==> src/rtl/umul_pkg.sv <==
// Shared definitions for the approximate unsigned multiplier family: mode encoding and a
// reference approximate-product function usable by datapath and scoreboard alike.
package umul_pkg;

    localparam logic MODE_EXACT  = 1'b0;
    localparam logic MODE_APPROX = 1'b1;

    // Truncated/compensated product for any legal w (<= 32) and l (< w); operands zero-extended.
    function automatic logic [63:0] approx_prod(int unsigned w, int unsigned l,
                                                logic [31:0] x, logic [31:0] y);
        logic [63:0] acc;
        logic [63:0] row;
        logic [63:0] mask;
        logic        b;
        acc = '0;
        b   = 1'b0;
        for (int unsigned i = 0; i < 32; i++) begin
            row = x[i] ? ({32'b0, y} << i) : 64'b0;
            if (i >= l && i < w) begin
                acc = acc + row;
            end else if (i < l) begin
                b   = b | row[w-1];
                acc = acc + ((row >> w) << w);
            end
        end
        acc  = acc + ({63'b0, b} << w);
        mask = (w >= 32) ? '1 : (64'd1 << (2 * w)) - 64'd1;
        return acc & mask;
    endfunction

endpackage

==> src/rtl/approx_umul_pipe_if.sv <==
// Operand/result stream bundle for approx_umul_pipe: valid/ready on both sides plus tag/mode.
interface approx_umul_pipe_if #(
    parameter int unsigned W     = 8,
    parameter int unsigned TAG_W = 4
);
    logic             in_valid;
    logic             in_ready;
    logic [W-1:0]     x;
    logic [W-1:0]     y;
    logic             mode;
    logic [TAG_W-1:0] tag;
    logic             out_valid;
    logic             out_ready;
    logic [2*W-1:0]   z;
    logic [TAG_W-1:0] out_tag;
    logic             out_mode;

    modport master (
        output in_valid, x, y, mode, tag, out_ready,
        input  in_ready, out_valid, z, out_tag, out_mode
    );

    modport slave (
        input  in_valid, x, y, mode, tag, out_ready,
        output in_ready, out_valid, z, out_tag, out_mode
    );
endinterface

==> src/rtl/approx_umul_core.sv <==
// Combinational datapath: returns a product term and a compensation term whose sum is the
// exact (mode=0) or truncated/compensated (mode=1) product. The final add is left to the caller.
module approx_umul_core
    import umul_pkg::*;
#(
    parameter int unsigned W = 8,
    parameter int unsigned L = 2
) (
    input  logic [W-1:0]   x,
    input  logic [W-1:0]   y,
    input  logic           mode,
    output logic [2*W-1:0] prod,
    output logic [2*W-1:0] comp
);

    logic [2*W-1:0] y_ext;
    logic [2*W-1:0] x_ext;
    logic [2*W-1:0] x_hi_ext;
    logic [2*W-1:0] row;
    logic [2*W-1:0] col_sum;
    logic           col_or;

    assign y_ext    = {{W{1'b0}}, y};
    assign x_ext    = {{W{1'b0}}, x};
    assign x_hi_ext = {{W{1'b0}}, {L{1'b0}}, x[W-1:L]};

    // Dropped rows: column W-1 is OR-reduced (not summed), columns >= W are summed exactly.
    always_comb begin
        row     = '0;
        col_sum = '0;
        col_or  = 1'b0;
        for (int i = 0; i < int'(L); i++) begin
            row     = x[i] ? (y_ext << i) : '0;
            col_or  = col_or | row[W-1];
            col_sum = col_sum + {row[2*W-1:W], {W{1'b0}}};
        end
    end

    always_comb begin
        prod = x_ext * y_ext;
        comp = '0;
        if (mode == MODE_APPROX) begin
            prod = (y_ext * x_hi_ext) << L;
            comp = col_sum + {{(W-1){1'b0}}, col_or, {W{1'b0}}};
        end
    end

endmodule

==> src/rtl/approx_umul_pipe.sv <==
// Elastic STAGES-deep pipeline around approx_umul_core with per-stage valid bits, tag/mode
// pass-through and a saturating counter of accepted approximate transactions.
module approx_umul_pipe
    import umul_pkg::*;
#(
    parameter int unsigned W      = 8,
    parameter int unsigned L      = 2,
    parameter int unsigned STAGES = 2,
    parameter int unsigned TAG_W  = 4,
    parameter int unsigned CNT_W  = 16
) (
    input  logic              clk,
    input  logic              rst_n,
    approx_umul_pipe_if.slave bus,
    input  logic              cnt_clr,
    output logic [CNT_W-1:0]  approx_cnt
);

    if (W < 4 || W > 32) begin : g_chk_w
        $error("approx_umul_pipe: W must be in 4..32");
    end
    if (L < 1 || L > W - 1) begin : g_chk_l
        $error("approx_umul_pipe: L must be in 1..W-1");
    end
    if (STAGES < 1 || STAGES > 4) begin : g_chk_stages
        $error("approx_umul_pipe: STAGES must be in 1..4");
    end
    if (TAG_W < 1 || CNT_W < 1) begin : g_chk_widths
        $error("approx_umul_pipe: TAG_W and CNT_W must be at least 1");
    end

    logic                init_q;
    logic                in_ready;
    logic [2*W-1:0]      core_prod;
    logic [2*W-1:0]      core_comp;
    logic [STAGES-1:0]   v_q;
    logic [STAGES-1:0]   rdy;
    logic [STAGES-1:0]   up;
    logic [STAGES-1:0]   load;
    logic [STAGES-1:0]   mode_q;
    logic [TAG_W-1:0]    tag_q [STAGES];
    logic [2*W-1:0]      z_q;
    logic [CNT_W-1:0]    cnt_q;

    approx_umul_core #(
        .W(W),
        .L(L)
    ) u_core (
        .x   (bus.x),
        .y   (bus.y),
        .mode(bus.mode),
        .prod(core_prod),
        .comp(core_comp)
    );

    // Holds in_ready low until the first edge after reset release.
    always_ff @(posedge clk or negedge rst_n) begin
        if (!rst_n) init_q <= 1'b0;
        else        init_q <= 1'b1;
    end

    // Stage k can take new data unless it and every stage downstream are full and stalled.
    always_comb begin
        logic all_full;
        all_full = 1'b1;
        rdy      = '0;
        up       = '0;
        for (int k = int'(STAGES) - 1; k >= 0; k--) begin
            all_full = all_full & v_q[k];
            rdy[k]   = !all_full || bus.out_ready;
        end
        up[0] = bus.in_valid && init_q;
        for (int k = 1; k < int'(STAGES); k++) begin
            up[k] = v_q[k-1];
        end
        load = up & rdy;
    end

    assign in_ready = init_q && rdy[0];

    always_ff @(posedge clk or negedge rst_n) begin
        if (!rst_n) begin
            v_q    <= '0;
            mode_q <= '0;
            for (int k = 0; k < int'(STAGES); k++) tag_q[k] <= '0;
        end else begin
            v_q <= (v_q & ~rdy) | (up & rdy);
            if (load[0]) begin
                tag_q[0]  <= bus.tag;
                mode_q[0] <= bus.mode;
            end
            for (int k = 1; k < int'(STAGES); k++) begin
                if (load[k]) begin
                    tag_q[k]  <= tag_q[k-1];
                    mode_q[k] <= mode_q[k-1];
                end
            end
        end
    end

    // Partial product and compensation enter stage 0; their sum lands in the last stage.
    if (STAGES == 1) begin : g_single
        always_ff @(posedge clk or negedge rst_n) begin
            if (!rst_n)       z_q <= '0;
            else if (load[0]) z_q <= core_prod + core_comp;
        end
    end else begin : g_multi
        logic [2*W-1:0] prod_q [STAGES-1];
        logic [2*W-1:0] comp_q [STAGES-1];

        always_ff @(posedge clk or negedge rst_n) begin
            if (!rst_n) begin
                for (int k = 0; k < int'(STAGES) - 1; k++) begin
                    prod_q[k] <= '0;
                    comp_q[k] <= '0;
                end
            end else begin
                if (load[0]) begin
                    prod_q[0] <= core_prod;
                    comp_q[0] <= core_comp;
                end
                for (int k = 1; k < int'(STAGES) - 1; k++) begin
                    if (load[k]) begin
                        prod_q[k] <= prod_q[k-1];
                        comp_q[k] <= comp_q[k-1];
                    end
                end
            end
        end

        always_ff @(posedge clk or negedge rst_n) begin
            if (!rst_n)              z_q <= '0;
            else if (load[STAGES-1]) z_q <= prod_q[STAGES-2] + comp_q[STAGES-2];
        end
    end

    always_ff @(posedge clk or negedge rst_n) begin
        if (!rst_n) begin
            cnt_q <= '0;
        end else if (cnt_clr) begin
            cnt_q <= '0;
        end else if (bus.in_valid && in_ready && bus.mode == MODE_APPROX && cnt_q != '1) begin
            cnt_q <= cnt_q + CNT_W'(1);
        end
    end

    assign bus.in_ready  = in_ready;
    assign bus.out_valid = v_q[STAGES-1];
    assign bus.z         = z_q;
    assign bus.out_tag   = tag_q[STAGES-1];
    assign bus.out_mode  = mode_q[STAGES-1];
    assign approx_cnt    = cnt_q;

endmodule

==> src/flat_wrapper.sv <==
// flat-port wrapper written by rule: the top's interface ports become plain ports
module approx_umul_pipe_flat import umul_pkg::*;
#(
    parameter int unsigned W      = 8,
    parameter int unsigned L      = 2,
    parameter int unsigned STAGES = 2,
    parameter int unsigned TAG_W  = 4,
    parameter int unsigned CNT_W  = 16
)
  (clk, rst_n, cnt_clr, approx_cnt, bus_in_valid, bus_x, bus_y, bus_mode, bus_tag, bus_out_ready, bus_in_ready, bus_out_valid, bus_z, bus_out_tag, bus_out_mode);
  approx_umul_pipe_if #(.W(W), .TAG_W(TAG_W)) bus_i ();
  input  logic clk;
  input  logic rst_n;
  input  logic cnt_clr;
  output logic [CNT_W-1:0] approx_cnt;
  input wire logic [$bits(bus_i.in_valid)-1:0] bus_in_valid;
  input wire logic [$bits(bus_i.x)-1:0] bus_x;
  input wire logic [$bits(bus_i.y)-1:0] bus_y;
  input wire logic [$bits(bus_i.mode)-1:0] bus_mode;
  input wire logic [$bits(bus_i.tag)-1:0] bus_tag;
  input wire logic [$bits(bus_i.out_ready)-1:0] bus_out_ready;
  output wire logic [$bits(bus_i.in_ready)-1:0] bus_in_ready;
  output wire logic [$bits(bus_i.out_valid)-1:0] bus_out_valid;
  output wire logic [$bits(bus_i.z)-1:0] bus_z;
  output wire logic [$bits(bus_i.out_tag)-1:0] bus_out_tag;
  output wire logic [$bits(bus_i.out_mode)-1:0] bus_out_mode;
  assign bus_i.in_valid = bus_in_valid;
  assign bus_i.x = bus_x;
  assign bus_i.y = bus_y;
  assign bus_i.mode = bus_mode;
  assign bus_i.tag = bus_tag;
  assign bus_i.out_ready = bus_out_ready;
  assign bus_in_ready = bus_i.in_ready;
  assign bus_out_valid = bus_i.out_valid;
  assign bus_z = bus_i.z;
  assign bus_out_tag = bus_i.out_tag;
  assign bus_out_mode = bus_i.out_mode;
  approx_umul_pipe #(.W(W), .L(L), .STAGES(STAGES), .TAG_W(TAG_W), .CNT_W(CNT_W)) u_core (.clk(clk), .rst_n(rst_n), .bus(bus_i), .cnt_clr(cnt_clr), .approx_cnt(approx_cnt));
endmodule
==> config.mk <==
export PLATFORM = sky130hd
export DESIGN_NAME = approx_umul_pipe_flat
export DESIGN_NICKNAME = d
export VERILOG_FILES = /design/src/rtl/umul_pkg.sv /design/src/rtl/approx_umul_pipe_if.sv /design/src/rtl/approx_umul_core.sv /design/src/rtl/approx_umul_pipe.sv /design/src/flat_wrapper.sv
export SDC_FILE = /design/constraint.sdc
export NUM_CORES = 1
export LEC_CHECK = 0
export ABC_AREA = 1
export CAP_MARGIN = 25
export CORE_ASPECT_RATIO = 2
export CORE_MARGIN = 1
export CORE_UTILIZATION = 60
export CTS_BUF_LIST = sky130_fd_sc_hd__clkbuf_8 sky130_fd_sc_hd__clkbuf_16
export CTS_CLUSTER_SIZE = 28
export DETAILED_ROUTE_END_ITERATION = 16
export PLACE_DENSITY = 0.83
export SLEW_MARGIN = 20
export SYNTH_ARGS = -nofsm -noshare
export SYNTH_HDL_FRONTEND = slang
export SYNTH_SLANG_ARGS = --single-unit
==> constraint.sdc <==
create_clock -name clk -period 3.1 [get_ports clk]
set_clock_uncertainty 0.2 [all_clocks]
set_input_delay 0.62 -clock clk [delete_from_list [all_inputs] [get_ports clk]]
set_output_delay 0.62 -clock clk [all_outputs]
set_load 0.02 [all_outputs]
==> impl_results.md <==
- Max_cap viols: 0
- Max Fclk: 0.234 GHz
- Vias per Instance: 5.57
- Clock transition at path regs: 0.05 ns
- Post-Route WL: 21.2 mm
- Die H: 151 um
- Req. time, crit path: 3.11 ns
- Post-DRT Antenna Nets: 0
- Routed WL per cell: 17.4 um
- Top FF cell, synth: dfrtp_1
- Non-Filler Instances: 1,218
- # rows: 54
- Initial DRC Count: 377
- Register area share after synthesis: 23.7%
- Crit Path Max Fanout: 7
- IO buf count: 64
- Pre-CTS setup slack: -1.89 ns
- Max-slew violation count: 0
- Hold buffer count at cts: 0
- Syn nets: 1,066
- Post-route DRC: 0
- Seq cells post-synth: 63
- Worst-Skew Late Latency: 0.33 ns
- CTS Buffer Depth: 2
- Detailed placement HPWL: 14.8 mm
- Vias in the first global route: 6,855
- First-pass GRT wire length: 30.5 mm
- Clock Sinks: 63
- Initial Util: 61.2%
- Share of layout cells above drive strength 1: 26.5%
- Hold Violations, Final: 0
- Die W: 76.5 um
- Largest net degree at the start of global routing: 37
- Number of cells after detailed placement: 1,189
- # H-tree levels: 3
- Gr usage total: 34.5%
- Total chip power: 5.67 mW
- Max VDD drop: 0.438 mV
- Final setup margin: -1.18 ns
- Fillers: 640
- Asr flop ratio synth: 100%
- Vias: 6,787
- CP arrival: 4.29 ns
- Min Hold Slack: 0.183 ns
- CTS tree: yes
- CTS Buf Count: 9
- Crit share post-route: 138%
- LEAKAGE: 5.04 nW
- Syn Std Cell Area: 6660 sq um
- Total core area: 10,900 sq um
- Die ar.: 11,600 sq um
- GRT Residual Overflow: 0
- Gate Count Post-Synth: 921
- Failing checks: setup timing
- RSZ-0062 raised after global routing: yes
- GP Congestion: 0.965
- Drt first pass iters: 5
- Synthesis Warnings: 0
- Post-Syn Area per Cell: 7.23 sq um
- Post-synth EDFFs: 0
- WS Path Type: in2reg
- # diodes: 0
- Hold crit path type: in2async
- Nets: 1,218
- CP Capture Type: register
- Worst slew pin tran: 0.814 ns
- Headroom to the max-slew limit: 45.7%
- Area Growth Syn to Fin: 35.2%
- CP Launch Type: input pin
- Run status: complete, but fails checks
- CTS root buffer: clkbuf_16
- I/O pin count: 65
- Final setup viols: 12
- Power density over cell area: 629 nW/um^2
- Initial antenna violation count: 0
- Period minus WS final: 4.28 ns
- Netlist cell types: 40
==> logic make-up (layout without fill, tap and decap cells) <==
family	Yosys count	after routing	share of synthesized area, %
AO/OA/AOI/OAI	62	62	5.11
flip-flops	63	63	23.7
other	1	1	0.0563
XOR/XNOR	10	10	1.31
AND/OR/NAND/NOR	417	417	26.5
buffers and inverters	249	406	14.5
adder cells (fa/ha/maj)	119	119	28.9
==> metal layers <==
layer  routed length, um  GRT usage, %
met4                2170          29.2
met1                6540          29.6
met3                 931          3.19
met5                   0             0
met2               11600          69.5
==> path summary, 6_finish.rpt <==
kind,start,end,slack [ns],cells after the start
setup / recovery,bus_x[5],u_core.g_multi.prod_q[15],-1.18,22
hold / removal,rst_n,async pin,0.18,1
setup reg to reg,u_core.approx_cnt[0],u_core.approx_cnt[8],1.00,11
hold reg to reg,u_core.tag_q[5],u_core.bus.out_tag[1],0.27,2
max in group asynchronous,rst_n,u_core.tag_q[5],1.87,2
min in group clk,u_core.tag_q[5],u_core.bus.out_tag[1],0.27,2
==> flip-flops by register name, indices dropped and copies added, names as in the netlist, named ones only <==
register / flops
u_core.approx_cnt: 16
u_core.bus.out_tag: 4
u_core.bus.z: 16
u_core.g_multi.comp_q: 2
u_core.g_multi.prod_q: 16
u_core.init_q: 1
u_core.mode_q: 2
u_core.tag_q: 4
==> worst max-delay path, stage by stage <==
cell,delay [ns]
clkbuf_4,0.17
nand2_1,0.09
inv_1,0.07
fa_1,0.50
inv_2,0.06
fa_1,0.54
inv_2,0.06
fa_1,0.53
inv_1,0.05
fa_1,0.50
inv_2,0.05
ha_4,0.32
nand2_4,0.09
nor2_4,0.15
and2_4,0.17
nand2_4,0.04
nand3_2,0.05
nand2_1,0.04
nand3_1,0.06
nand2_1,0.05
nand2_1,0.05
nand2_1,0.05
==> area by class of cell <==
cell class / instances / area (sq um) / area share [%]
clock buffer: 9 / 225 / 2.50
clock inverter: 7 / 32.5 / 0.361
timing repair buffer: 173 / 1560 / 17.3
tap: 140 / 175 / 1.94
sequential: 63 / 1580 / 17.5
inverter: 217 / 820 / 9.10
multi-input combinational: 609 / 4620 / 51.3
==> where the power goes <==
part	switching (mW)	leakage [nW]	internal (mW)	total, mW
Sequential	0.122	0.812	1.00	1.12
Clock	0.340	0.141	0.526	0.866
Combinational	2.09	4.09	1.59	3.68
Total	2.55	5.04	3.11	5.67
==> timing repair <==
item / 4_1_cts / 5_1_grt
pin swaps: 39 / 46
setup endpoints to repair: 13 / 12
endpoints found under the hold margin: 0 / 0
setup buffers: 14 / 5
resized for setup: 93 / 123
==> cell usage in the layout (no fill, tap or decap), drive strengths merged, types with 15 or more instances in the layout <==
cell,n
inv,217
nand2,284
buf,122
nor2,52
o21ai,34
a21oi,16
ha,61
nand3,47
fa,58
clkdlybuf4s50,47
dfrtp,63
nand4,15
==> synthesized netlist by cell type (2+ instances only) <==
cell / n / share of area, %
inv_2: 4 / 0.23
nand3b_1: 4 / 0.45
nor2_2: 2 / 0.19
and2_1: 3 / 0.28
dfrtp_1: 63 / 24
clkbuf_1: 23 / 1.3
ha_1: 61 / 11
buf_4: 4 / 0.45
buf_6: 2 / 0.34
nand2_1: 280 / 16
fa_1: 58 / 17
a21oi_1: 15 / 1.1
clkinv_1: 2 / 0.11
nor3_1: 7 / 0.53
o211ai_1: 2 / 0.23
xor2_1: 6 / 0.79
buf_1: 2 / 0.11
nand4_1: 15 / 1.4
nand3_1: 45 / 3.4
xnor2_1: 4 / 0.53
nand3_2: 2 / 0.30
or2_2: 3 / 0.28
inv_1: 211 / 12
a31oi_1: 4 / 0.38
nor2_4: 3 / 0.51
nand2_4: 2 / 0.34
nor2_1: 47 / 2.6
o31ai_1: 2 / 0.23
o21ai_1: 7 / 0.53
nand2_2: 2 / 0.19
o21ai_0: 27 / 2.0
==> per-stage QoR <==
step | instance area [sq um] | TNS (ns) | utilization, %
floorplan | 6990 | -10.12 | -
global placement | 8210 | -19.44 | 75.5
detailed placement | 8210 | -19.96 | 75.5
CTS | 8690 | -10.29 | 79.9
global route | 9010 | -12.04 | 82.8
finish | 9010 | -10.80 | 82.8
No activity file was read; power rests on OpenSTA's default activity.
